<file path="src/rtl/alu_8bit_if.sv">
// Instruction/result bundle for the registered 8-bit ALU.
// ALU8_ZERO_FLAG_EN adds the registered zero flag.
interface alu_8bit_if;
  logic [17:0] instruction;
  logic [7:0]  out;
  logic [7:0]  extended_out;
  logic        overflow;
  logic        carry;
`ifdef ALU8_ZERO_FLAG_EN
  logic        zero;
`endif

  modport master (
    output instruction,
    input  out,
    input  extended_out,
    input  overflow,
    input  carry
`ifdef ALU8_ZERO_FLAG_EN
    , input zero
`endif
  );

  modport slave (
    input  instruction,
    output out,
    output extended_out,
    output overflow,
    output carry
`ifdef ALU8_ZERO_FLAG_EN
    , output zero
`endif
  );
endinterface

</file>
<file path="src/rtl/alu_8bit.sv">
// Registered 8-bit ALU: ADD/AND/XOR/MUL, result one cycle after sampling.
// ALU8_ZERO_FLAG_EN adds a registered zero flag on the full 16-bit result.
module alu_8bit (
  input logic       clk,
  input logic       rst,
  alu_8bit_if.slave bus
);

  logic [1:0]  op;
  logic [7:0]  a;
  logic [7:0]  b;
  logic [8:0]  sum;
  logic [15:0] prod;

  logic [7:0]  out_nxt;
  logic [7:0]  ext_nxt;
  logic        ovf_nxt;
  logic        cry_nxt;

  assign op   = bus.instruction[17:16];
  assign a    = bus.instruction[15:8];
  assign b    = bus.instruction[7:0];
  assign sum  = {1'b0, a} + {1'b0, b};
  assign prod = {8'h00, a} * {8'h00, b};

  always_comb begin
    out_nxt = 8'h00;
    ext_nxt = 8'h00;
    ovf_nxt = 1'b0;
    cry_nxt = 1'b0;
    unique case (1'b1)
      (op == 2'b00): begin
        out_nxt = sum[7:0];
        cry_nxt = sum[8];
        ovf_nxt = (a[7] == b[7]) && (sum[7] != a[7]);
      end
      (op == 2'b01): out_nxt = a & b;
      (op == 2'b10): out_nxt = a ^ b;
      (op == 2'b11): begin
        out_nxt = prod[7:0];
        ext_nxt = prod[15:8];
        ovf_nxt = |prod[15:8];
      end
      default: out_nxt = 8'h00;
    endcase
  end

  always_ff @(posedge clk) begin
    if (rst) begin
      bus.out          <= 8'h00;
      bus.extended_out <= 8'h00;
      bus.overflow     <= 1'b0;
      bus.carry        <= 1'b0;
    end else begin
      bus.out          <= out_nxt;
      bus.extended_out <= ext_nxt;
      bus.overflow     <= ovf_nxt;
      bus.carry        <= cry_nxt;
    end
  end

`ifdef ALU8_ZERO_FLAG_EN
  always_ff @(posedge clk) begin
    if (rst) bus.zero <= 1'b0;
    else     bus.zero <= ({ext_nxt, out_nxt} == 16'h0000);
  end
`endif

endmodule

</file>
<file path="src/flat_wrapper.sv">
// flat-port wrapper written by rule: the top's interface ports become plain ports
module alu_8bit_flat 
  (clk, rst, bus_instruction, bus_out, bus_extended_out, bus_overflow, bus_carry);
  alu_8bit_if bus_i ();
  input logic clk;
  input logic rst;
  input wire logic [$bits(bus_i.instruction)-1:0] bus_instruction;
  output wire logic [$bits(bus_i.out)-1:0] bus_out;
  output wire logic [$bits(bus_i.extended_out)-1:0] bus_extended_out;
  output wire logic [$bits(bus_i.overflow)-1:0] bus_overflow;
  output wire logic [$bits(bus_i.carry)-1:0] bus_carry;
  assign bus_i.instruction = bus_instruction;
  assign bus_out = bus_i.out;
  assign bus_extended_out = bus_i.extended_out;
  assign bus_overflow = bus_i.overflow;
  assign bus_carry = bus_i.carry;
  alu_8bit u_core (.clk(clk), .rst(rst), .bus(bus_i));
endmodule
</file>
<file path="config.mk">
export PLATFORM = sky130hd
export DESIGN_NAME = alu_8bit_flat
export DESIGN_NICKNAME = d
export VERILOG_FILES = /design/src/rtl/alu_8bit_if.sv /design/src/rtl/alu_8bit.sv /design/src/flat_wrapper.sv
export SDC_FILE = /design/constraint.sdc
export NUM_CORES = 1
export LEC_CHECK = 0
export CORE_ASPECT_RATIO = 0.9
export CORE_UTILIZATION = 50
export CTS_CLUSTER_DIAMETER = 150
export DETAILED_ROUTE_END_ITERATION = 8
export MAX_ROUTING_LAYER = met4
export PLACE_DENSITY = 0.73
export SYNTH_ARGS = -nofsm -noshare
export SYNTH_HDL_FRONTEND = slang
export SYNTH_SLANG_ARGS = --single-unit
</file>
<file path="constraint.sdc">
create_clock -name clk -period 7.67 [get_ports clk]
set_input_delay 1.534 -clock clk [delete_from_list [all_inputs] [get_ports clk]]
set_output_delay 1.534 -clock clk [all_outputs]
set_load 0.05 [all_outputs]
</file>
==> key figures <==
Setup path
  • Worst-path maximum fanout: 8
  • WS Path Type: primary input to flip-flop
  • CP bufs+invs: 3
  • Critical path launch point type: primary input
  • Slowest cell on crit path: clkdlybuf4s50_1
  • Crit path DAT: 6.41 ns
  • Critical Path Most Common Cell: fa_1
  • Top Family by Delay on Critical Path: adder cells
  • CP Capture Type: flip-flop
  • CP peak stage delay: 0.66 ns
  • Critical Path, Cell by Cell: clkdlybuf4s50_1, ha_1, fa_1, fa_1, fa_1, inv_1, fa_1, inv_1, ha_1, a21oi_1, o211ai_2, a21oi_1, a2bb2oi_1, a2111oi_4, a311oi_1
  • Crit path required time: 7.79 ns

GRT
  • Top Usage Layer GRT: met2
  • Tot GR Track Use: 24.03%
  • Routing usage on met1: 30.78%
  • GR Util met3: 3.552%
  • Global route overflow: 0
  • Pin count of the biggest net entering global routing: 13
  • Global-route wire length before repair: 12.31 mm
  • Vias in the first global route: 2680
  • Met2 usage: 41.21%
  • Number of antenna violations at the first check in global routing: 0

Clock network
  • H-Tree Depth: 1
  • Clock sink total: 18
  • # hold bufs at CTS: 0
  • Longest Clk Path Bufs: 2
  • CTS resizes: 0
  • CTS Buf Count: 3
  • TritonCTS clock tree: yes
  • Setup Buffers After CTS: 0
  • Root Driver: clkbuf_8
  • Clk slew on worst S/H paths: 0.06 ns

STA
  • Relative slew slack: 18.75%
  • Slew @ Worst Pin: 1.203 ns
  • Final Hold Fails: 0
  • Max-slew violations: 0
  • Final setup vio count: 0
  • Unrepaired setup endpoints after global routing: no
  • Fmax: 0.1592 GHz
  • Worst hold margin: 1.893 ns
  • Fin crit share: 81.91%
  • Post-route setup TNS: 0 ns
  • Clock period minus final worst setup slack: 6.283 ns

Synth
  • Synth Area per Inst: 8.930 µm²
  • EDFF count, synth: 0
  • Number of synthesis warnings: 0
  • Sequential fraction of the synthesis area: 11.53%
  • Ys async rst share: 0%
  • Post-Syn Area: 0.003125 mm²
  • Top_reg_cell synth: dfxtp_1
  • Synthesized Nets: 455
  • Synth cell types: 47
  • #FFs+latches synth: 18
  • Syn Inst Count: 350

Finish
  • Post-Route Utilization: 61.60%
  • Synthesis-to-finish area growth: 15.41%
  • ANT cells: 0
  • Final #Nets: 491
  • Final-layout fill cell count: 544
  • Final cell count without fillers: 455
  • Share of cells above drive strength 1: 2.857%

Power and ir drop
  • Peak VDD IR: 0.0002066 V
  • Lkg Pwr: 1.751 nW
  • P per Cell Area: 227.2 mW/mm²
  • Total power draw: 0.0008194 W

Floorplanning
  • Width of the die: 85.34 µm
  • Area of the core: 0.005856 mm²
  • Die area: 0.006572 mm²
  • Ports: 38
  • Initial Util: 53.38%
  • FP Rows: 26
  • Die Y: 77.01 µm

Placement
  • Dpl cells: 451
  • Port Buffers: 37
  • Hpwl dp: 5.747 mm
  • Routability Congestion: 0.8769

Drt
  • Via Count: 2555
  • DR pass1 iterations: 4
  • Residual DRC: 0
  • Final antenna-violating net count: 0
  • Drt initial violations: 128
  • Final WL: 6.749 mm
  • Vias per inst: 5.615
  • WL/cell: 14.83 µm

Min path
  • Hold/Removal Path Class: primary input to flip-flop

Job
  • Max-Cap Viols: 0

Outcome
  • Outcome: completed
## synthesized netlist by cell type (4+ instances only)
cell | instances | area [µm²]
clkbuf_1 | 4 | 15.01
and2_1 | 46 | 287.8
nand2_1 | 17 | 63.81
ha_1 | 48 | 600.6
inv_1 | 54 | 202.7
o21ai_0 | 5 | 25.02
dfxtp_1 | 18 | 360.4
a21oi_1 | 27 | 135.1
nand3_1 | 4 | 20.02
o21ai_1 | 4 | 20.02
nor2_1 | 18 | 67.56
xnor2_1 | 8 | 70.07
a21o_1 | 8 | 60.06
xor2_1 | 7 | 61.31
fa_1 | 37 | 740.7
## worst paths after layout
path           startpoint                  end  slack, ns  cells after the start
min                   rst    u_core.bus.out[0]       1.89                      2
max   bus_instruction[12]  u_core.bus.overflow       1.39                     15
## logic make-up after synthesis
family	synth area share, %
AND/OR/NAND/NOR	17.13
adder cells (fa/ha/maj)	42.91
AO/OA/AOI/OAI	16.41
buffers and inverters	7.486
flip-flops	11.53
XOR/XNOR	4.203
multiplexers	0.3203
## area by class of cell
| cell class | count | area, µm² | share of cell area, % |
|---|---|---|---|
| Clock buffer | 4 | 55.05 | 1.526 |
| Inverter | 54 | 202.7 | 5.619 |
| Multi-Input combinational cell | 272 | 2531 | 70.17 |
| Sequential cell | 18 | 360.3 | 9.990 |
| Tap cell | 70 | 87.58 | 2.428 |
| Timing Repair Buffer | 37 | 370.4 | 10.27 |
## placed cells by master, fill, tap and decap left out, drive strengths merged, types with 2 or more instances in the layout
| cell | instances |
|---|---|
| and2 | 46 |
| nand3b | 2 |
| inv | 54 |
| o211ai | 2 |
| a221oi | 4 |
| o21a | 3 |
| fa | 37 |
| a222oi | 3 |
| a21oi | 27 |
| xor2 | 7 |
| a21o | 9 |
| a31oi | 4 |
| or3 | 2 |
| a22oi | 2 |
| nand2 | 17 |
| nor2 | 18 |
| nor3 | 2 |
| a221o | 2 |
| o21ai | 9 |
| clkbuf | 4 |
| dfxtp | 18 |
| ha | 48 |
| nand3 | 4 |
| and3 | 2 |
| xnor2 | 8 |
| clkdlybuf4s50 | 37 |
## power breakdown
group	internal [W]	switching, W
clock	0.0000455	0.0000284
combinational	0.000257	0.000379
sequential	0.000106	0.00000324
total	0.000409	0.000411
## layer usage
layer	vias to the layer above	share of wire (%)	wire, µm
li1	1245	-	-
met1	1269	48	3214
met2	35	50	3344
met3	6	2.2	148
met4	0	0.61	41
met5	-	0	0
## registers in the layout (all words and copies together) (netlist names)
name / flops
u_core.bus.carry: 1
u_core.bus.extended_out: 8
u_core.bus.overflow: 1
u_core.bus.out: 8
## stage by stage
stage / area [µm²] / setup slack, ns
floorplan: 3126 / 2.143
global placement: 3552 / 1.203
finish: 3607 / 1.387
CTS: 3607 / 1.420
global route: 3607 / 1.160
detailed placement: 3552 / 1.181
No activity file was read; power rests on OpenSTA's default activity.
